<file path="src/rtl/multicycle_controller.sv">
// Control FSM for a multicycle RV32I datapath: sequences fetch, decode, memory,
// ALU and control-flow steps and drives the datapath selects and write enables.
module multicycle_controller (
  input  logic       clk,
  input  logic       reset,
  input  logic [6:0] op,
  input  logic [2:0] funct3,
  input  logic       funct7b5,
  input  logic       Zero,
  input  logic       LessThan,
  input  logic       LessThanUnsigned,
  input  logic       mem_ready,
  output logic       PCWrite,
  output logic       IRWrite,
  output logic       MemWrite,
  output logic       RegWrite,
  output logic       AdrSrc,
  output logic [1:0] ResultSrc,
  output logic [1:0] ALUSrcA,
  output logic [1:0] ALUSrcB,
  output logic [1:0] ImmSrc,
  output logic [3:0] ALUControl,
  output logic       illegal_instr,
  output logic [3:0] state
);

  localparam int unsigned STATE_W = 4;
  localparam int unsigned ALU_W   = 4;
  localparam int unsigned SEL_W   = 2;

  typedef enum logic [STATE_W-1:0] {
    S_FETCH    = 4'd0,
    S_DECODE   = 4'd1,
    S_MEMADR   = 4'd2,
    S_MEMREAD  = 4'd3,
    S_MEMWB    = 4'd4,
    S_MEMWRITE = 4'd5,
    S_EXECR    = 4'd6,
    S_EXECI    = 4'd7,
    S_ALUWB    = 4'd8,
    S_BRANCH   = 4'd9,
    S_JAL      = 4'd10,
    S_JALR     = 4'd11
  } state_t;

  localparam logic [6:0] OP_LOAD   = 7'b0000011;
  localparam logic [6:0] OP_STORE  = 7'b0100011;
  localparam logic [6:0] OP_R      = 7'b0110011;
  localparam logic [6:0] OP_I      = 7'b0010011;
  localparam logic [6:0] OP_BRANCH = 7'b1100011;
  localparam logic [6:0] OP_JAL    = 7'b1101111;
  localparam logic [6:0] OP_JALR   = 7'b1100111;

  localparam logic [ALU_W-1:0] ALU_ADD  = 4'b0000;
  localparam logic [ALU_W-1:0] ALU_SUB  = 4'b0001;
  localparam logic [ALU_W-1:0] ALU_AND  = 4'b0010;
  localparam logic [ALU_W-1:0] ALU_OR   = 4'b0011;
  localparam logic [ALU_W-1:0] ALU_XOR  = 4'b0100;
  localparam logic [ALU_W-1:0] ALU_SLT  = 4'b0101;
  localparam logic [ALU_W-1:0] ALU_SLTU = 4'b0110;
  localparam logic [ALU_W-1:0] ALU_SLL  = 4'b0111;
  localparam logic [ALU_W-1:0] ALU_SRL  = 4'b1000;
  localparam logic [ALU_W-1:0] ALU_SRA  = 4'b1001;

  localparam logic [SEL_W-1:0] SRCA_PC    = 2'b00;
  localparam logic [SEL_W-1:0] SRCA_OLDPC = 2'b01;
  localparam logic [SEL_W-1:0] SRCA_RS1   = 2'b10;
  localparam logic [SEL_W-1:0] SRCB_RS2   = 2'b00;
  localparam logic [SEL_W-1:0] SRCB_IMM   = 2'b01;
  localparam logic [SEL_W-1:0] SRCB_FOUR  = 2'b10;
  localparam logic [SEL_W-1:0] RES_ALUOUT = 2'b00;
  localparam logic [SEL_W-1:0] RES_DATA   = 2'b01;
  localparam logic [SEL_W-1:0] RES_ALURES = 2'b10;
  localparam logic [SEL_W-1:0] IMM_I      = 2'b00;
  localparam logic [SEL_W-1:0] IMM_S      = 2'b01;
  localparam logic [SEL_W-1:0] IMM_B      = 2'b10;
  localparam logic [SEL_W-1:0] IMM_J      = 2'b11;

  state_t state_q;
  state_t state_d;

  // funct3/funct7b5 to ALU operation; only register-register ops honour SUB
  function automatic logic [ALU_W-1:0] alu_decode(input logic [2:0] f3,
                                                  input logic       f7b5,
                                                  input logic       is_r);
    logic [ALU_W-1:0] code;
    code = ALU_ADD;
    case (f3)
      3'b000:  code = (is_r && f7b5) ? ALU_SUB : ALU_ADD;
      3'b001:  code = ALU_SLL;
      3'b010:  code = ALU_SLT;
      3'b011:  code = ALU_SLTU;
      3'b100:  code = ALU_XOR;
      3'b101:  code = f7b5 ? ALU_SRA : ALU_SRL;
      3'b110:  code = ALU_OR;
      3'b111:  code = ALU_AND;
      default: code = ALU_ADD;
    endcase
    return code;
  endfunction

  // State register
  always_ff @(posedge clk or negedge reset) begin
    if (!reset) state_q <= S_FETCH;
    else        state_q <= state_d;
  end

  // Next-state logic
  always_comb begin
    state_d = state_q;
    case (state_q)
      S_FETCH:    if (mem_ready) state_d = S_DECODE;
      S_DECODE: begin
        case (op)
          OP_LOAD, OP_STORE: state_d = S_MEMADR;
          OP_R:              state_d = S_EXECR;
          OP_I:              state_d = S_EXECI;
          OP_BRANCH:         state_d = S_BRANCH;
          OP_JAL:            state_d = S_JAL;
          OP_JALR:           state_d = S_JALR;
          default:           state_d = S_FETCH;
        endcase
      end
      S_MEMADR:   state_d = (op == OP_LOAD) ? S_MEMREAD : S_MEMWRITE;
      S_MEMREAD:  if (mem_ready) state_d = S_MEMWB;
      S_MEMWB:    state_d = S_FETCH;
      S_MEMWRITE: if (mem_ready) state_d = S_FETCH;
      S_EXECR:    state_d = S_ALUWB;
      S_EXECI:    state_d = S_ALUWB;
      S_ALUWB:    state_d = S_FETCH;
      S_BRANCH:   state_d = S_FETCH;
      S_JALR:     state_d = S_JAL;
      S_JAL:      state_d = S_ALUWB;
      default:    state_d = S_FETCH;
    endcase
  end

  // Immediate format follows the opcode in every state
  always_comb begin
    ImmSrc = IMM_I;
    case (op)
      OP_STORE:  ImmSrc = IMM_S;
      OP_BRANCH: ImmSrc = IMM_B;
      OP_JAL:    ImmSrc = IMM_J;
      default:   ImmSrc = IMM_I;
    endcase
  end

  // Datapath controls per state; write enables and illegal_instr are
  // suppressed during reset so an abandoned access never commits
  always_comb begin
    PCWrite       = 1'b0;
    IRWrite       = 1'b0;
    MemWrite      = 1'b0;
    RegWrite      = 1'b0;
    AdrSrc        = 1'b0;
    ResultSrc     = RES_ALUOUT;
    ALUSrcA       = SRCA_PC;
    ALUSrcB       = SRCB_RS2;
    ALUControl    = ALU_ADD;
    illegal_instr = 1'b0;
    case (state_q)
      S_FETCH: begin
        ALUSrcB   = SRCB_FOUR;
        ResultSrc = RES_ALURES;
        IRWrite   = mem_ready;
        PCWrite   = mem_ready;
      end
      S_DECODE: begin
        ALUSrcA = SRCA_OLDPC;
        ALUSrcB = SRCB_IMM;
        case (op)
          OP_LOAD, OP_STORE, OP_R, OP_I, OP_BRANCH, OP_JAL, OP_JALR: illegal_instr = 1'b0;
          default: illegal_instr = 1'b1;
        endcase
      end
      S_MEMADR: begin
        ALUSrcA = SRCA_RS1;
        ALUSrcB = SRCB_IMM;
      end
      S_MEMREAD: AdrSrc = 1'b1;
      S_MEMWB: begin
        ResultSrc = RES_DATA;
        RegWrite  = 1'b1;
      end
      S_MEMWRITE: begin
        AdrSrc   = 1'b1;
        MemWrite = 1'b1;
      end
      S_EXECR: begin
        ALUSrcA    = SRCA_RS1;
        ALUSrcB    = SRCB_RS2;
        ALUControl = alu_decode(funct3, funct7b5, 1'b1);
      end
      S_EXECI: begin
        ALUSrcA    = SRCA_RS1;
        ALUSrcB    = SRCB_IMM;
        ALUControl = alu_decode(funct3, funct7b5, 1'b0);
      end
      S_ALUWB: RegWrite = 1'b1;
      S_BRANCH: begin
        ALUSrcA    = SRCA_RS1;
        ALUSrcB    = SRCB_RS2;
        ALUControl = ALU_SUB;
        case (funct3)
          3'b000:        PCWrite = Zero;
          3'b001:        PCWrite = ~Zero;
          3'b100:        PCWrite = LessThan;
          3'b101:        PCWrite = ~LessThan;
          3'b110:        PCWrite = LessThanUnsigned;
          3'b111:        PCWrite = ~LessThanUnsigned;
          default:       illegal_instr = 1'b1;
        endcase
      end
      S_JALR: begin
        ALUSrcA = SRCA_RS1;
        ALUSrcB = SRCB_IMM;
      end
      S_JAL: begin
        ALUSrcA = SRCA_OLDPC;
        ALUSrcB = SRCB_FOUR;
        PCWrite = 1'b1;
      end
      default: ;
    endcase
    if (!reset) begin
      PCWrite       = 1'b0;
      IRWrite       = 1'b0;
      MemWrite      = 1'b0;
      RegWrite      = 1'b0;
      illegal_instr = 1'b0;
    end
  end

  assign state = state_q;

endmodule

</file>
<file path="config.mk">
export PLATFORM = sky130hd
export DESIGN_NAME = multicycle_controller
export DESIGN_NICKNAME = d
export VERILOG_FILES = /design/src/rtl/multicycle_controller.sv
export SDC_FILE = /design/constraint.sdc
export NUM_CORES = 1
export LEC_CHECK = 0
export BUFFER_PORTS_ARGS = -buffer_cell sky130_fd_sc_hd__buf_2
export CORE_MARGIN = 2
export CORE_UTILIZATION = 47
export CTS_BUF_LIST = sky130_fd_sc_hd__clkbuf_16
export DETAILED_ROUTE_END_ITERATION = 6
export PLACE_DENSITY = 0.84
export SETUP_SLACK_MARGIN = 0.5
export SKIP_CTS_REPAIR_TIMING = 1
export SYNTH_ARGS = -nofsm -noshare
export SYNTH_HDL_FRONTEND = slang
export SYNTH_SLANG_ARGS = --single-unit
</file>
<file path="constraint.sdc">
create_clock -name clk -period 3.7 [get_ports clk]
set_clock_uncertainty 0.15 [all_clocks]
set_input_delay 0.74 -clock clk [delete_from_list [all_inputs] [get_ports clk]]
set_output_delay 0.74 -clock clk [all_outputs]
set_load 0.02 [all_outputs]
</file>
* After elaboration in Yosys (flattened, before gate mapping)
Index checks and enable logic that the tools add are counted.
Widths: inputs -> output; s select.
** Word-level totals
- Memories :: 0
- Bits in writable memories :: 0
- Flip-flop bits (word level) :: 4
- Output and inout bits :: 22
- Latch bits :: 0
- Bits in read-only memories :: 0
** Cells by class
- Divide/modulo/power cells :: 0
- Eq/ne operators :: 28
- Shifts and indexed selects :: 0
- Multiplexer cells :: 29
- $add $sub $neg :: 0
- Reductions and logical operators :: 13
- Bitwise logic cells :: 3
- Order comparisons :: 0
- $mul :: 0
** Operators with widths (count)
- $pmux 4 s8 :: 2
- $pmux 4 s7 :: 1
- $pmux 4 s6 :: 1
- $eq 7x7->1 const B :: 3
- $eq 4x3->1 const B :: 4
- $eq 4x4->1 const B :: 4
- $eq 7x6->1 const B :: 2
- $mux 1 :: 13
- $eq 3x3->1 const B :: 4
- $mux 4 :: 3
- $pmux 2 s2 :: 3
- $pmux 4 s3 :: 1
- $reduce_or 2->1 :: 5
- $eq 4x2->1 const B :: 2
- $eq 7x2->1 const B :: 1
- $eq 7x5->1 const B :: 1
- $reduce_or 7->1 :: 1
- $eq 3x2->1 const B :: 2
- $ne 2x2->1 const B :: 3
- $pmux 1 s6 :: 1
- $pmux 2 s3 :: 1
- $reduce_or 6->1 :: 1
- $reduce_or 5->1 :: 1
- $eq 4x1->1 const B :: 1
- 10 further kinds :: 12

* Logic depth before layout (Yosys ltp)
Gate-level depths: netlist of run 1.
- Depth in word-level cells :: 5
- Mapped depth :: 6
- Gate-level depth less buffers :: 4

* Worst setup path after synthesis of run 1
OpenSTA, ideal clock, no wires.
- Path type :: flip-flop to output port
- Start :: register state_q[1] (netlist: state[1])
- End :: output PCWrite
- Cell stages (with the launch flop) :: 6
- Data required time :: 2.810 ns
- Arrival :: 1.822 ns
- Buffers on the path :: 1
- Setup slack :: 0.988 ns
- Cell sequence :: dfrtp_1 > buf_6 > nor4_2 > and3_1 > a31oi_1 > o21ai_1
** On the way
- Cells in the longest elaborated chain, start to end :: 3
- Elaborated cells on any way between the ends :: 5
- Classes of those cells :: 2 x eq/ne; 2 x mux; 1 x reduce/logical
** RTL lines
- start, declared :: RTL line 79 : state_t state_q;
- start signal, assigned :: RTL line 105 : else state_q <= state_d;
- $eq 4x4->1 or $logic_not 4->1 (tied branches) :: RTL line 162 : case (state_q)
- $pmux 1 s3 * :: RTL line 162
- $mux 1 * :: RTL line 226 : if (!reset) begin
- end, declared :: RTL line 13 : output logic PCWrite,
Every way passes the cells marked *; elsewhere a longest branch is shown, timed or not.

* Final worst setup path of run 1
- Start :: register state_q[0] (netlist: state[0])
- End :: output illegal_instr
** On the way
- Cells in the longest elaborated chain, start to end :: 3
- Elaborated cells on any way between the ends :: 4
- Classes of those cells :: 2 x eq/ne; 2 x mux
** RTL lines
- $eq 4x4->1 or $eq 4x1->1 (tied branches) :: RTL line 162
- $pmux 1 s2 * :: RTL line 162
- $mux 1 * :: RTL line 226
- end, declared :: RTL line 23 : output logic illegal_instr,
Marks and branches as above.

==> impl_results.md, run 1 <==
- Slew Viols, Final: 0
- Avg Cell Area, Syn: between 7 and 8 µm²
- F_max: between 300 and 400 MHz
- # IOs: 39
- First-pass GRT wire length: 3.34 mm
- Initial antenna violation count: 0
- Reg clk slew, reported paths: 0.03 ns
- Most frequent cells in the layout: 38 x buf_2, 11 x nand2_1, 11 x nor2_1
- CTS Root Cell: clkbuf_16
- Hold_ws: 0.188 ns
- Die X: 43.2 µm
- Yosys warns: 0
- Synth cell types: 36
- Pin count of the biggest net entering global routing: 19
- Lkg Pwr: 0.488 nW
- Die ar.: 1870 µm²
- Final hold violation count: 0
- Power Internal: between 0.0002 and 0.0003 W
- Slew margin rel.: 65.1%
- Crit start category: register
- Synth Instances: 101
- CP cell instances: and2b_1, nand2_1, a211oi_1, o21a_1, buf_2
- Largest stage delay on the critical path: 0.66 ns
- Outcome: finished, final reports clean
- Cell area after synthesis: approximately 720 µm²
- Worst path bufs/invs: 1
- P_sw: a little over 0.0002 W
- Setup-failing EPs final: 0
- DR vias: 881
- # rows: 14
- DR DRC count: 0
- Wirelength, routed: 2.02 mm
- Chip height: 43.2 µm
- Unrepaired setup endpoints after global routing: false
- Critical Path Fanout Max: 18
- Post-Layout Inst Area: 941 µm²
- Critical path's top delay family: flip-flops
- Seq cells post-synth: 4
- Register area share after synthesis: 13.9%
- PD cells: 509 nW/µm²
- CP Data Arrival Time: 1.92 ns
- Design Power: 0.000479 W
- N_diodes: 0
- CTS max path bufs: 2
- RePlAce Congestion: slightly below 0.9
- Drt wl/cell: 13.5 µm
- Reg power frac: 16.8%
- Drt initial violations: 46
- Logic pwr share: approximately 47%
- Most common cell after layout, fill and taps aside: buf_2
- Post-route ant nets: 0
- Fillers: between 100 and 150
- Final TNS setup: 0 ns
- Min-delay worst type: in2async
- Number of H-tree levels: 1
- # clock sinks: 4
- Worst Path Required: 2.81 ns
- Placed Area: 866 µm²
- Detailed-router iteration count before antenna repair: 4
- Port Buffer Count: 38
- Nets: about 150
- Worst setup EP type: primary output
- Period utilisation layout: 76.1%
- Latest clock arrival within the worst-skew pair: ~0.23 ns
- GRT overflow: 0
- Vias in the first global route: 754
- Largest register FFs: 4
- Vias per inst: 5.87
- Starting Density: 49.1%
- Area added between synthesis and finish: 30.3%
- Core Util, Final: between 60 and 70%
- Core region area: 1470 µm²
- CTS tree: built
- Num CTS Buffers: 3
- Max cap viols: 0
- GRT Total Usage: 23.6%
- CP max-delay cell: dfrtp_1
- Synth Net Count: about 120
- Clk network pwr share: between 30% and 40%
- Slew @ Worst Pin: 0.523 ns
- Sw Share: 42.1%
- Post-DP HPWL: about 1.5 mm
- Maximum vdd drop: 0.350 mV
- Critical path type: reg2out
- Final worst path period need: 2.81 ns
- Ratio of cells with drive above 1 in the final layout: 34.3%
worst paths after layout:
kind / to / slack [ns] / startpoint / depth (start not counted)
hold / removal: state[3]$_DFFE_PN0P_ / 0.19 / reset / 1
setup / recovery: illegal_instr / 0.89 / state[0]$_DFFE_PN0P_ / 5
max in group asynchronous: state[2]$_DFFE_PN0P_ / 3.05 / reset / 1
setup reg to reg: state[2]$_DFFE_PN0P_ / 2.01 / state[0]$_DFFE_PN0P_ / 3
min in group clk: state[2]$_DFFE_PN0P_ / 0.66 / mem_ready / 2
hold reg to reg: state[3]$_DFFE_PN0P_ / 0.66 / state[1]$_DFFE_PN0P_ / 1
synthesized netlist by cell type:
library cell  number  area [µm²]
nor4_2             1        12.5
a32o_1             3        30.0
nand2_1           11        41.3
buf_6              4        45.0
o21a_1             1        7.51
o32ai_2            1        16.3
nor4_4             1        21.3
buf_4              1        7.51
nor4_1             1        6.26
clkbuf_1           1        3.75
xnor2_1            2        17.5
o2bb2ai_1          1        8.76
nand3b_1           1        7.51
nand2b_1           4        25.0
nand3_1            2        10.0
nor2b_1            3        18.8
inv_1              5        18.8
o21ai_0            1        5.00
o31ai_1            1        7.51
and2_1             2        12.5
mux2_4             1        15.0
nor3_1             5        25.0
xor2_1             4        35.0
a311oi_1           1        8.76
nor2_1            11        41.3
and3_1             6        37.5
a21oi_1            5        25.0
a211oi_1           2        15.0
o21ai_1            4        20.0
and2b_1            2        15.0
a31oi_1            4        25.0
dfrtp_1            4         100
or2_1              1        6.26
a211o_1            1        8.76
o221a_2            1        11.3
buf_2              2        10.0
layer usage:
layer  track usage (%)  up-vias  routed length (µm)
li1                  -      430                   -
met1              29.7      395                 742
met2              37.6       51                1040
met3              5.11        5                 195
met4              11.5        0                  45
met5                 0        -                   0
stage by stage:
stage / setup WS (ns) / instances
3_3_place_gp: 1.11 / 147
6_report: 0.886 / 150
2_1_floorplan: 0.988 / 101
3_5_place_dp: 1.06 / 147
5_1_grt: 0.733 / 150
4_1_cts: 0.910 / 150
final cells by class:
type	count	area, µm²	area share, %
flip-flops and latches	4	100	10.6
multi-input cells	84	537	57.0
clock buffers	3	75.1	7.98
well taps	16	20.0	2.13
repair buffers	38	190	20.2
inverters	5	18.8	1.99
power by group through the flow:
stage | registers, W | logic [W] | clock network [W]
after floorplan | 0.0000645 | 0.000200 | 0
after global placement | 0.0000798 | 0.000221 | 0
after detailed placement | 0.0000797 | 0.000224 | 0
after CTS | 0.0000795 | 0.000227 | 0.000173
after global routing | 0.0000826 | 0.000250 | 0.000177
final | 0.0000806 | 0.000227 | 0.000171
logic make-up after synthesis:
group / Yosys count / share of synthesized area (%)
compound gates: 26 / 26.2
simple gates: 51 / 38.8
mux: 1 / 2.08
xor+xnor: 6 / 7.28
flops: 4 / 13.9
buf+inv: 13 / 11.8
Note: power is estimated with default switching activity, not from simulation.
==> run 2: changes to the inputs <==
--- a/config.mk
+++ b/config.mk
@@ -7,10 +7,10 @@
 export LEC_CHECK = 0
 export BUFFER_PORTS_ARGS = -buffer_cell sky130_fd_sc_hd__buf_2
 export CORE_MARGIN = 2
-export CORE_UTILIZATION = 47
+export CORE_UTILIZATION = 40
 export CTS_BUF_LIST = sky130_fd_sc_hd__clkbuf_16
 export DETAILED_ROUTE_END_ITERATION = 6
-export PLACE_DENSITY = 0.84
+export PLACE_DENSITY = 0.76
 export SETUP_SLACK_MARGIN = 0.5
 export SKIP_CTS_REPAIR_TIMING = 1
 export SYNTH_ARGS = -nofsm -noshare
==> constraint.sdc (replaced) <==
create_clock -name clk -period 2.47 [get_ports clk]
set_clock_uncertainty 0.15 [all_clocks]
set_input_delay 0.494 -clock clk [delete_from_list [all_inputs] [get_ports clk]]
set_output_delay 0.494 -clock clk [all_outputs]
set_load 0.02 [all_outputs]
==> run 2 against run 1 <==
  * The run now ends with negative hold slack left
  * Clock-buffer cell count unchanged
  * Die area up 16%
  * Sequential share of layout area down 3.1 points
  * Sequential power up 19%
  * First-iteration DRC count down 4.3%
  * Sequential cell count unchanged
  * Critical path type unchanged
==> impl_results.md, run 2 (synthesized netlist as in run 1, its figures left out) <==
- Outcome: finished, violations left (was finished, final reports clean)
- Failing checks: negative hold slack
- Largest register FFs: 4 (unchanged)
- # IOs: 39 (unchanged)
- Nets: 180 (was 153)
- Post-route ant nets: 0 (unchanged)
- Num CTS Buffers: 3 (unchanged)
- Largest stage delay on the critical path: 0.45 ns (was 0.66 ns)
- Final worst path period need: roughly 2.2 ns
- CTS tree: built (unchanged)
- DR DRC count: 0 (unchanged)
- F_max: approximately 460 MHz
- Slew Viols, Final: 0 (unchanged)
- Critical path depth: 6 (was 5)
- Vias in the first global route: 748 (was 754)
- Initial antenna violation count: 0 (unchanged)
- Post-Layout Inst Area: 1400 µm² (was 941 µm²)
- Unrepaired setup endpoints after global routing: true (was false)
- Worst Path Required: 1.83 ns (was 2.81 ns)
- Chip height: 46.5 µm (was 43.2 µm)
- Worst path bufs/invs: 2 (was 1)
- CP Data Arrival Time: 1.55 ns (was 1.92 ns)
- CTS Root Cell: clkbuf_16 (unchanged)
- Max cap viols: 0 (unchanged)
- Number of H-tree levels: 1 (unchanged)
- Ratio of cells with drive above 1 in the final layout: 63.4% (was 34.3%)
- N_diodes: 0 (unchanged)
- Most common cell after layout, fill and taps aside: buf_2 (unchanged)
- Slew margin rel.: 78.8% (was 65.1%)
- Cells on worst reg2reg path: 6 (was 3)
- Die ar.: 2160 µm² (was 1870 µm²)
- Lkg Pwr: 0.675 nW (was 0.488 nW)
- Crit start category: register (unchanged)
- Critical path's top delay family: simple AND/OR/NAND/NOR gates (was flip-flops)
- Port Buffer Count: 38 (unchanged)
- Area added between synthesis and finish: 93.9% (was 30.3%)
- GRT overflow: 0 (unchanged)
- CTS max path bufs: 2 (unchanged)
- Period utilisation layout: 88.8%
- Drt initial violations: 44 (was 46)
- Die X: 46.5 µm (was 43.2 µm)
- CP cell instances: buf_6, nor4_4, and3_4, a31oi_2, o21ai_2, buf_6 (was and2b_1, nand2_1, a211oi_1, o21a_1, buf_2)
- Pin count of the biggest net entering global routing: 16 (was 19)
- First-pass GRT wire length: 3.22 mm (was 3.34 mm)
- PD cells: 757 nW/µm² (was 509 nW/µm²)
- Placed Area: 938 µm² (was 866 µm²)
- Most frequent cells in the layout: 26 x buf_2, 22 x buf_4, 13 x buf_6 (was 38 x buf_2, 11 x nand2_1, 11 x nor2_1)
- Setup-failing EPs final: 0 (unchanged)
- CP max-delay cell: dfrtp_2 (was dfrtp_1)
- Post-DP HPWL: 1.68 mm (was 1.47 mm)
- Slew @ Worst Pin: 0.316 ns (was 0.523 ns)
- Hold_ws: -0.0450 ns (was 0.188 ns)
- Vias per inst: 5.83 (was 5.87)
- Wirelength, routed: 3.26 mm (was 2.02 mm)
- Core Util, Final: 82.0% (was 63.9%)
- DR vias: 1085 (was 881)
- # rows: 15 (was 14)
- Most common cell on crit path: buf_6
- Critical Path Fanout Max: 6 (was 18)
- Final hold violation count: 4 (was 0)
- Latest clock arrival within the worst-skew pair: 0.23 ns (about the same)
- Min-delay worst type: in2async (unchanged)
- Core region area: 1710 µm² (was 1470 µm²)
- Worst setup EP type: primary output (unchanged)
- Drt wl/cell: 17.5 µm (was 13.5 µm)
- # clock sinks: 4 (unchanged)
- GRT Total Usage: 20.6% (was 23.6%)
- Critical path type: reg2out (unchanged)
- RePlAce Congestion: 0.841 (was 0.874)
- Detailed-router iteration count before antenna repair: 4 (unchanged)
- Final TNS setup: 0 ns (unchanged)
- Fillers: 89 (was 131)
- Starting Density: 42.3% (was 49.1%)
- Reg clk slew, reported paths: 0.04 ns (was 0.03 ns)
- Maximum vdd drop: 1.02 mV (was 0.350 mV)
run 2: cell count changes in the layout (fill, tap and decap cells not counted), sizes merged:
cell,before,now
buf,38,63
clkinvlp,0,1
clkbuf,3,5
inv,5,4
run 2: power by group:
group / total (W) / switching (W) / internal (W)
Clock: 0.000259 / 0.0000516 / 0.000207
Sequential: 0.0000957 / 0.0000176 / 0.0000780
Combinational: 0.000705 / 0.000360 / 0.000345
run 2: worst reg2reg max path, cell delays in order (launching register included):
cell        delay (ns)
dfrtp_2           0.36
buf_6             0.18
clkinvlp_4        0.15
buf_4             0.18
nor4_1            0.23
o21ai_0           0.12
o21ai_1           0.22
run 2: area by class of cell:
type | instances | area, µm² | share of cell area (%)
multi-input combinational | 84 | 662 | 47.3
inverter | 5 | 22.5 | 1.61
sequential | 4 | 105 | 7.51
clock buffer | 3 | 75.1 | 5.36
tap | 25 | 31.3 | 2.23
timing repair buffer | 65 | 504 | 36.0
run 2: final timing paths:
path | slack [ns] | to | from
min | -0.04 | state[0]$_DFFE_PN0P_ | reset
max in group asynchronous | 2.02 | state[2]$_DFFE_PN0P_ | reset
min in group clk | 0.41 | state[2]$_DFFE_PN0P_ | mem_ready
min reg2reg | 0.55 | state[0]$_DFFE_PN0P_ | state[3]$_DFFE_PN0P_
max | 0.28 | PCWrite | state[3]$_DFFE_PN0P_
max reg2reg | 0.78 | state[1]$_DFFE_PN0P_ | state[1]$_DFFE_PN0P_
run 2: layer usage:
layer  share of wire, %  track usage (%)  wire length, µm  vias to the layer above
met2                 52             36.9             1690                       72
met4                3.2             1.71              103                        0
met5                  0                0                0                        -
met1                 37             25.2             1210                      515
met3                7.8             5.49              255                       13
li1                   -                -                -                      485
run 2: through the flow:
stage	power, W	instances	hold WS, ns	setup WS [ns]
2_1_floorplan	0.000423	101	0.0484	0.333
6_report	0.00106	186	-0.0450	0.278
5_1_grt	0.00110	186	-0.0378	0.210
4_1_cts	0.000762	162	-0.0480	0.164
3_5_place_dp	0.000502	159	0.191	0.319
3_3_place_gp	0.000495	159	0.188	0.353
